===== src/rtl/memory_arbiter_pkg.sv =====
// -----------------------------------------------------------------------------
// rv32i_memory_package
//   Types and constants shared by the memory arbiter and the fetch, execute
//   and memory blocks that sit around it.
//   - DEFAULT_ADDRESS_WIDTH / DEFAULT_DATA_WIDTH : default bus widths
//   - arbiter_state_t : IDLE / ACCESS / WAIT / RESPOND
//   - access_kind_t   : FETCH / DATA_READ / DATA_WRITE
// -----------------------------------------------------------------------------
package rv32i_memory_package;

  localparam int DEFAULT_ADDRESS_WIDTH = 32;
  localparam int DEFAULT_DATA_WIDTH    = 32;

  typedef enum logic [1:0] {
    IDLE,
    ACCESS,
    WAIT,
    RESPOND
  } arbiter_state_t;

  typedef enum logic [1:0] {
    FETCH,
    DATA_READ,
    DATA_WRITE
  } access_kind_t;

endpackage


===== src/rtl/memory_arbiter_if.sv =====
// -----------------------------------------------------------------------------
// memory_arbiter_if
//   Bundles the fetch requester, the data (load/store) requester and the
//   single-port memory that the arbiter shares between them.
//   Fetch : fetch_request, fetch_address -> fetch_value, fetch_done
//   Data  : data_request, data_write, data_address, data_write_value
//           -> data_read_value, data_done
//   Memory: memory_read_enable, memory_read_address -> memory_read_value
//           memory_write_enable, memory_write_address, memory_write_value
//   Modports:
//     master : the arbiter side
//     slave  : the requesters plus the memory
// -----------------------------------------------------------------------------
interface memory_arbiter_if
  import rv32i_memory_package::*;
#(
  parameter int ADDRESS_WIDTH = DEFAULT_ADDRESS_WIDTH,
  parameter int DATA_WIDTH    = DEFAULT_DATA_WIDTH
) ();

  logic                     fetch_request;
  logic [ADDRESS_WIDTH-1:0] fetch_address;
  logic [DATA_WIDTH-1:0]    fetch_value;
  logic                     fetch_done;

  logic                     data_request;
  logic                     data_write;
  logic [ADDRESS_WIDTH-1:0] data_address;
  logic [DATA_WIDTH-1:0]    data_write_value;
  logic [DATA_WIDTH-1:0]    data_read_value;
  logic                     data_done;

  logic                     memory_read_enable;
  logic [ADDRESS_WIDTH-1:0] memory_read_address;
  logic [DATA_WIDTH-1:0]    memory_read_value;
  logic                     memory_write_enable;
  logic [ADDRESS_WIDTH-1:0] memory_write_address;
  logic [DATA_WIDTH-1:0]    memory_write_value;

  modport master (
    input  fetch_request, fetch_address,
    output fetch_value, fetch_done,
    input  data_request, data_write, data_address, data_write_value,
    output data_read_value, data_done,
    output memory_read_enable, memory_read_address,
    input  memory_read_value,
    output memory_write_enable, memory_write_address, memory_write_value
  );

  modport slave (
    output fetch_request, fetch_address,
    input  fetch_value, fetch_done,
    output data_request, data_write, data_address, data_write_value,
    input  data_read_value, data_done,
    input  memory_read_enable, memory_read_address,
    output memory_read_value,
    input  memory_write_enable, memory_write_address, memory_write_value
  );

endinterface


===== src/rtl/memory_arbiter.sv =====
// -----------------------------------------------------------------------------
// memory_arbiter
//   Serialises instruction-fetch and load/store requests onto one single-port
//   memory. One strobe per transaction, waits out MEMORY_LATENCY for reads,
//   returns read data in registered outputs and pulses the winner's done.
//   Data wins by default; after STARVATION_LIMIT consecutive data grants with
//   fetch waiting, fetch is granted.
//   Ports:
//     clock : rising-edge clock
//     reset : synchronous, active-high
//     bus   : memory_arbiter_if.master (requesters + memory)
//     busy  : high whenever the FSM is not IDLE
// -----------------------------------------------------------------------------
module memory_arbiter
  import rv32i_memory_package::*;
#(
  parameter int ADDRESS_WIDTH    = DEFAULT_ADDRESS_WIDTH,
  parameter int DATA_WIDTH       = DEFAULT_DATA_WIDTH,
  parameter int MEMORY_LATENCY   = 1,
  parameter int STARVATION_LIMIT = 4
) (
  input  logic              clock,
  input  logic              reset,
  memory_arbiter_if.master  bus,
  output logic              busy
);

  localparam int LATENCY_WIDTH = $clog2(MEMORY_LATENCY) + 1;
  localparam int STARVE_WIDTH  = $clog2(STARVATION_LIMIT) + 1;

  localparam logic [LATENCY_WIDTH-1:0] LATENCY_LOAD = LATENCY_WIDTH'(MEMORY_LATENCY);
  localparam logic [LATENCY_WIDTH-1:0] LATENCY_LAST = LATENCY_WIDTH'(1);
  localparam logic [STARVE_WIDTH-1:0]  STARVE_MAX   = STARVE_WIDTH'(STARVATION_LIMIT);

  arbiter_state_t           state_q, state_d;
  access_kind_t             kind_q;
  access_kind_t             grant_kind;
  logic [ADDRESS_WIDTH-1:0] address_q;
  logic [DATA_WIDTH-1:0]    write_value_q;
  logic [DATA_WIDTH-1:0]    fetch_value_q;
  logic [DATA_WIDTH-1:0]    data_read_value_q;
  logic [LATENCY_WIDTH-1:0] latency_q;
  logic [STARVE_WIDTH-1:0]  starve_q;
  logic                     any_request;
  logic                     fetch_wins;

  // Arbitration: fetch only wins when data is absent or has starved it.
  assign any_request = bus.fetch_request | bus.data_request;
  assign fetch_wins  = bus.fetch_request & (~bus.data_request | (starve_q == STARVE_MAX));
  assign grant_kind  = fetch_wins ? FETCH : (bus.data_write ? DATA_WRITE : DATA_READ);

  // NOTE: combinational logic uses blocking assignments and gives every
  // output a default before the case, so no latch is inferred.
  always_comb begin
    state_d = state_q;
    unique case (state_q)
      IDLE:    if (any_request) state_d = ACCESS;
      ACCESS:  state_d = (kind_q == DATA_WRITE) ? RESPOND : WAIT;
      WAIT:    if (latency_q == LATENCY_LAST) state_d = RESPOND;
      RESPOND: state_d = IDLE;
      default: state_d = IDLE;
    endcase
  end

  // Strobes and done pulses decode directly from the state and latched kind,
  // so a reset that returns the state to IDLE drops them on the next cycle.
  always_comb begin
    bus.memory_read_enable  = 1'b0;
    bus.memory_write_enable = 1'b0;
    bus.fetch_done          = 1'b0;
    bus.data_done           = 1'b0;
    if (state_q == ACCESS) begin
      bus.memory_read_enable  = (kind_q != DATA_WRITE);
      bus.memory_write_enable = (kind_q == DATA_WRITE);
    end
    if (state_q == RESPOND) begin
      bus.fetch_done = (kind_q == FETCH);
      bus.data_done  = (kind_q != FETCH);
    end
  end

  assign busy                     = (state_q != IDLE);
  assign bus.memory_read_address  = address_q;
  assign bus.memory_write_address = address_q;
  assign bus.memory_write_value   = write_value_q;
  assign bus.fetch_value          = fetch_value_q;
  assign bus.data_read_value      = data_read_value_q;

  // NOTE: sequential state uses non-blocking assignments only; every register
  // here, datapath included, is reset because its reset value is visible on
  // the outputs.
  always_ff @(posedge clock) begin
    if (reset) begin
      state_q           <= IDLE;
      kind_q            <= FETCH;
      address_q         <= '0;
      write_value_q     <= '0;
      fetch_value_q     <= '0;
      data_read_value_q <= '0;
      latency_q         <= '0;
      starve_q          <= '0;
    end else begin
      state_q <= state_d;
      unique case (state_q)
        IDLE: begin
          // Starvation counts data grants made while fetch is waiting.
          if (!bus.fetch_request) begin
            starve_q <= '0;
          end else if (fetch_wins) begin
            starve_q <= '0;
          end else if (starve_q != STARVE_MAX) begin
            starve_q <= starve_q + STARVE_WIDTH'(1);
          end
          if (any_request) begin
            kind_q        <= grant_kind;
            address_q     <= fetch_wins ? bus.fetch_address : bus.data_address;
            write_value_q <= bus.data_write_value;
          end
        end
        ACCESS: begin
          if (kind_q != DATA_WRITE) latency_q <= LATENCY_LOAD;
        end
        WAIT: begin
          latency_q <= latency_q - LATENCY_WIDTH'(1);
          if (latency_q == LATENCY_LAST) begin
            if (kind_q == FETCH) fetch_value_q     <= bus.memory_read_value;
            else                 data_read_value_q <= bus.memory_read_value;
          end
        end
        default: ;
      endcase
    end
  end

endmodule

===== src/flat_wrapper.sv =====
// flat-port wrapper written by rule: the top's interface ports become plain ports
module memory_arbiter_flat import rv32i_memory_package::*;
#(
  parameter int ADDRESS_WIDTH    = DEFAULT_ADDRESS_WIDTH,
  parameter int DATA_WIDTH       = DEFAULT_DATA_WIDTH,
  parameter int MEMORY_LATENCY   = 1,
  parameter int STARVATION_LIMIT = 4
)
  (clock, reset, busy, bus_fetch_request, bus_fetch_address, bus_fetch_value, bus_fetch_done, bus_data_request, bus_data_write, bus_data_address, bus_data_write_value, bus_data_read_value, bus_data_done, bus_memory_read_enable, bus_memory_read_address, bus_memory_read_value, bus_memory_write_enable, bus_memory_write_address, bus_memory_write_value);
  memory_arbiter_if #(.ADDRESS_WIDTH(ADDRESS_WIDTH), .DATA_WIDTH(DATA_WIDTH)) bus_i ();
  input  logic clock;
  input  logic reset;
  output logic busy;
  input wire logic [$bits(bus_i.fetch_request)-1:0] bus_fetch_request;
  input wire logic [$bits(bus_i.fetch_address)-1:0] bus_fetch_address;
  output wire logic [$bits(bus_i.fetch_value)-1:0] bus_fetch_value;
  output wire logic [$bits(bus_i.fetch_done)-1:0] bus_fetch_done;
  input wire logic [$bits(bus_i.data_request)-1:0] bus_data_request;
  input wire logic [$bits(bus_i.data_write)-1:0] bus_data_write;
  input wire logic [$bits(bus_i.data_address)-1:0] bus_data_address;
  input wire logic [$bits(bus_i.data_write_value)-1:0] bus_data_write_value;
  output wire logic [$bits(bus_i.data_read_value)-1:0] bus_data_read_value;
  output wire logic [$bits(bus_i.data_done)-1:0] bus_data_done;
  output wire logic [$bits(bus_i.memory_read_enable)-1:0] bus_memory_read_enable;
  output wire logic [$bits(bus_i.memory_read_address)-1:0] bus_memory_read_address;
  input wire logic [$bits(bus_i.memory_read_value)-1:0] bus_memory_read_value;
  output wire logic [$bits(bus_i.memory_write_enable)-1:0] bus_memory_write_enable;
  output wire logic [$bits(bus_i.memory_write_address)-1:0] bus_memory_write_address;
  output wire logic [$bits(bus_i.memory_write_value)-1:0] bus_memory_write_value;
  assign bus_i.fetch_request = bus_fetch_request;
  assign bus_i.fetch_address = bus_fetch_address;
  assign bus_fetch_value = bus_i.fetch_value;
  assign bus_fetch_done = bus_i.fetch_done;
  assign bus_i.data_request = bus_data_request;
  assign bus_i.data_write = bus_data_write;
  assign bus_i.data_address = bus_data_address;
  assign bus_i.data_write_value = bus_data_write_value;
  assign bus_data_read_value = bus_i.data_read_value;
  assign bus_data_done = bus_i.data_done;
  assign bus_memory_read_enable = bus_i.memory_read_enable;
  assign bus_memory_read_address = bus_i.memory_read_address;
  assign bus_i.memory_read_value = bus_memory_read_value;
  assign bus_memory_write_enable = bus_i.memory_write_enable;
  assign bus_memory_write_address = bus_i.memory_write_address;
  assign bus_memory_write_value = bus_i.memory_write_value;
  memory_arbiter #(.ADDRESS_WIDTH(ADDRESS_WIDTH), .DATA_WIDTH(DATA_WIDTH), .MEMORY_LATENCY(MEMORY_LATENCY), .STARVATION_LIMIT(STARVATION_LIMIT)) u_core (.clock(clock), .reset(reset), .bus(bus_i), .busy(busy));
endmodule

===== config.mk =====
export PLATFORM = sky130hd
export DESIGN_NAME = memory_arbiter_flat
export DESIGN_NICKNAME = d
export VERILOG_FILES = /design/src/rtl/memory_arbiter_pkg.sv /design/src/rtl/memory_arbiter_if.sv /design/src/rtl/memory_arbiter.sv /design/src/flat_wrapper.sv
export SDC_FILE = /design/constraint.sdc
export NUM_CORES = 1
export LEC_CHECK = 0
export BUFFER_PORTS_ARGS = -buffer_cell sky130_fd_sc_hd__buf_2
export CORE_ASPECT_RATIO = 1.1
export CORE_MARGIN = 2
export CORE_UTILIZATION = 35
export DETAILED_ROUTE_END_ITERATION = 8
export GPL_TIMING_DRIVEN = 1
export PLACE_DENSITY_LB_ADDON = 0.2
export SYNTH_ARGS = -nofsm -noshare
export SYNTH_HDL_FRONTEND = slang
export SYNTH_SLANG_ARGS = --single-unit

===== constraint.sdc =====
create_clock -name clock -period 1.8 [get_ports clock]
set_clock_uncertainty 0.1 [all_clocks]
set_input_delay 0.18 -clock clock [delete_from_list [all_inputs] [get_ports clock]]
set_output_delay 0.18 -clock clock [all_outputs]
set_load 0.01 [all_outputs]

==> run summary <==
Outcome: finished clean
Average size of a mapped cell: 8.00 um^2
Chip Width: 125 um
Critical Path Sink Type: primary output
Critical path data required time: 1520 ps
Setup tns final: 0 ps
Number of buffers created by CTS: 17
Largest family of logic cells by synthesized area: simple AND/OR/NAND/NOR gates
WHS: 33.1 ps
First-pass GRT wire length: 29.2 mm
Max-cap violation count: 0
Post-Synth XOR/XNOR Area: 0%
PnR worst setup slack: 96.0 ps
FILL cells: 1419
Antenna violations before repair: 0
Slew Viols, Final: 0
Worst-path clk slew: 50 ps
DR pass1 iterations: 5
Final hold violations: 0
# setup viols final: 0
Synth Instances: 699
Multi-input gate area: 2320 um^2
Initial core utilization: 35.7%
Yosys warning count: 0
Antenna viol nets, final: 0
Net switching power figure: 0.00358 W
Nets: 1216
Clock network power share: 31.9%
Simple-gate share of the synthesized area: 20.1%
Post-DP HPWL: 11.8 mm
Seq/Total Area, Yosys: 48.7%
Remaining global-route overflow: 0
IO Pins: 298
Hold/Removal Path Class: input pin to register
Pwr/cell area: 1200 nW/um^2
Crit Path Max Fanout: 4
Largest net degree at the start of global routing: 65
Area fraction in compound gates after synthesis: 19.5%
Vias in the first global route: 5726
N_diodes: 0
Yosys reg bits: 136
Register Area: 2730 um^2
Final wirelength: 18.8 mm
Total die area: 17000 um^2
Max Root-Sink Buffers: 2
Layout cells sized above 1: 33.5%
DP Area: 7070 um^2
Maximum vdd ir drop: 0.000718 V
Comb power frac: 31.1%
Static Leak: 4.10 nW
Most common cell after layout, fill and taps aside: buf_2
CTS tree: built
RSZ-0062 raised after global routing: yes
Site row count: 48
Crit path launch type: register
Synthesized Nets: 838
Arrival time at the worst endpoint: 1420 ps
Crit path kind: register to primary output
Wire per inst: 14.6 um
Via density: 4.77
Commonest cells after routing, fill and taps aside: buf_2, nand2_1, dfxtp_1
Worst-margin pin slew: 370 ps
Flop pwr share: 37.0%
Max Clk Rate: 587 MHz
Worst slew margin: 75.3%
Post-synthesis mux area share: 0%
Final Cell Area: 9020 um^2
Sw Ratio: 33.1%
# H-tree levels: 4
Remaining DRCs: 0
Tcrit/Tclk final: 94.7%
Mapped Area: 5590 um^2
Vias: 6157
Total GRT Usage: 21.2%
Adder-Cell Fraction of Synth Area: 1.34%
GP Congestion: 0.842
Clock Latency Late Sink: 410 ps
Die H: 137 um
Post-synth top area share: 48.7%
P&R area growth vs syn: 61.3%
Internal: 0.00722 W
Post-synth cell types: 38
Clk root buf: clkbuf_16
DR iter-0 viols: 376
Area contributors post-synth: dfxtp_1, nand2_1, a21oi_1
Core area: 15700 um^2
Pre-CTS setup slack: 92.7 ps
Min cycle time layout: 1700 ps
Synth area leader: dfxtp_1
Port Buffer Count: 297
CTS sink cnt: 136
## cells in the mapped netlist
cell type / n
inv_1: 7
and3_1: 1
clkbuf_1: 18
nand2b_1: 2
o21ai_2: 1
a21bo_2: 1
clkbuf_2: 1
o21ai_1: 3
buf_1: 2
a211oi_1: 1
buf_6: 3
nand3_1: 33
buf_2: 30
dfxtp_1: 136
or3b_2: 1
o21a_1: 2
o21ai_0: 29
a21boi_4: 1
a311oi_1: 32
nor2_1: 32
nor4bb_1: 1
nor3b_1: 1
a21o_1: 1
a41o_1: 1
and3b_1: 1
nor2b_1: 1
nand4bb_1: 1
nand2_1: 198
nand4_1: 2
nand3b_1: 1
and2_1: 1
a21oi_1: 104
o211ai_1: 3
buf_4: 38
o211ai_2: 1
a211o_1: 1
o211a_1: 1
ha_1: 6
## state kept, by name, indices dropped and copies added, names as in the netlist
name,cells
u_core.starve_q,3
u_core.kind_q,2
u_core.bus.data_read_value,32
u_core.bus.memory_write_value,32
u_core.state_q,2
u_core.bus.memory_read_address,32
u_core.bus.fetch_value,32
u_core.latency_q,1
## final cells by class
| type | count | share of cell area [%] |
|---|---|---|
| clock buffer | 21 | 5.22 |
| clock inverter | 11 | 1.35 |
| inverter | 7 | 0.291 |
| multi-input combinational | 464 | 25.8 |
| sequential | 136 | 30.2 |
| tap | 200 | 2.78 |
| timing repair buffer | 451 | 34.4 |
## final timing paths
kind	depth (start not counted)	from	to	slack [ps]
min	2	reset	u_core.state_q[1]$_SDFFE_PP0P_	30
max reg2reg	7	u_core.state_q[0]$_SDFFE_PP0P_	u_core.bus.fetch_value[29]$_SDFFE_PP0P_	150
min reg2reg	2	u_core.bus.memory_write_value[31]$_SDFFE_PP0P_	u_core.bus.memory_write_value[31]$_SDFFE_PP0P_	350
max	5	u_core.state_q[1]$_SDFFE_PP0P_	bus_memory_write_enable	100
## per-layer routing
metal	vias up	share of wire [%]	GRT usage, %
met3	29	6.5	5.86
met5	-	0	0
li1	3091	-	-
met4	0	2.1	7.68
met1	2772	41	25.1
met2	265	50	36.9
## timing repair
action	in CTS	in global routing
buffers inserted	0	3
hold endpoints to repair	130	0
cloned	0	1
pin swaps	0	1
gates resized for setup	3	4
hold buffers	129	0
endpoints found under the setup margin	1	7
## metrics by stage
| step | utilization (%) | power, W | std cells |
|---|---|---|---|
| 3_3_place_gp | 45.1 | 0.00711 | 1125 |
| 5_1_grt | 57.5 | 0.0114 | 1290 |
| 4_1_cts | 57.1 | 0.0109 | 1286 |
| 2_1_floorplan | - | 0.00606 | 699 |
| 6_report | 57.5 | 0.0108 | 1290 |
| 3_5_place_dp | 45.1 | 0.00712 | 1125 |
## critical path, cell delays in order, from the launching register on
cell and delay [ps]:
dfxtp_2 330, inv_1 130, ha_1 210, nand3b_1 130, inv_1 80, buf_2 140
## power groups by stage
| stage | registers, W | clock network, W | logic [W] |
|---|---|---|---|
| detailed placement | 0.00404 | 0 | 0.00307 |
| global route | 0.00407 | 0.00368 | 0.00368 |
| finish | 0.00400 | 0.00345 | 0.00336 |
| CTS | 0.00399 | 0.00355 | 0.00331 |
| floorplan | 0.00420 | 0 | 0.00186 |
| global placement | 0.00404 | 0 | 0.00307 |
## kinds of logic after synthesis
kind of cell,Yosys count
buf+inv,99
fa+ha+maj,6
flops,136
compound gates,182
simple gates,276
Note: power is estimated with default switching activity, not from simulation.
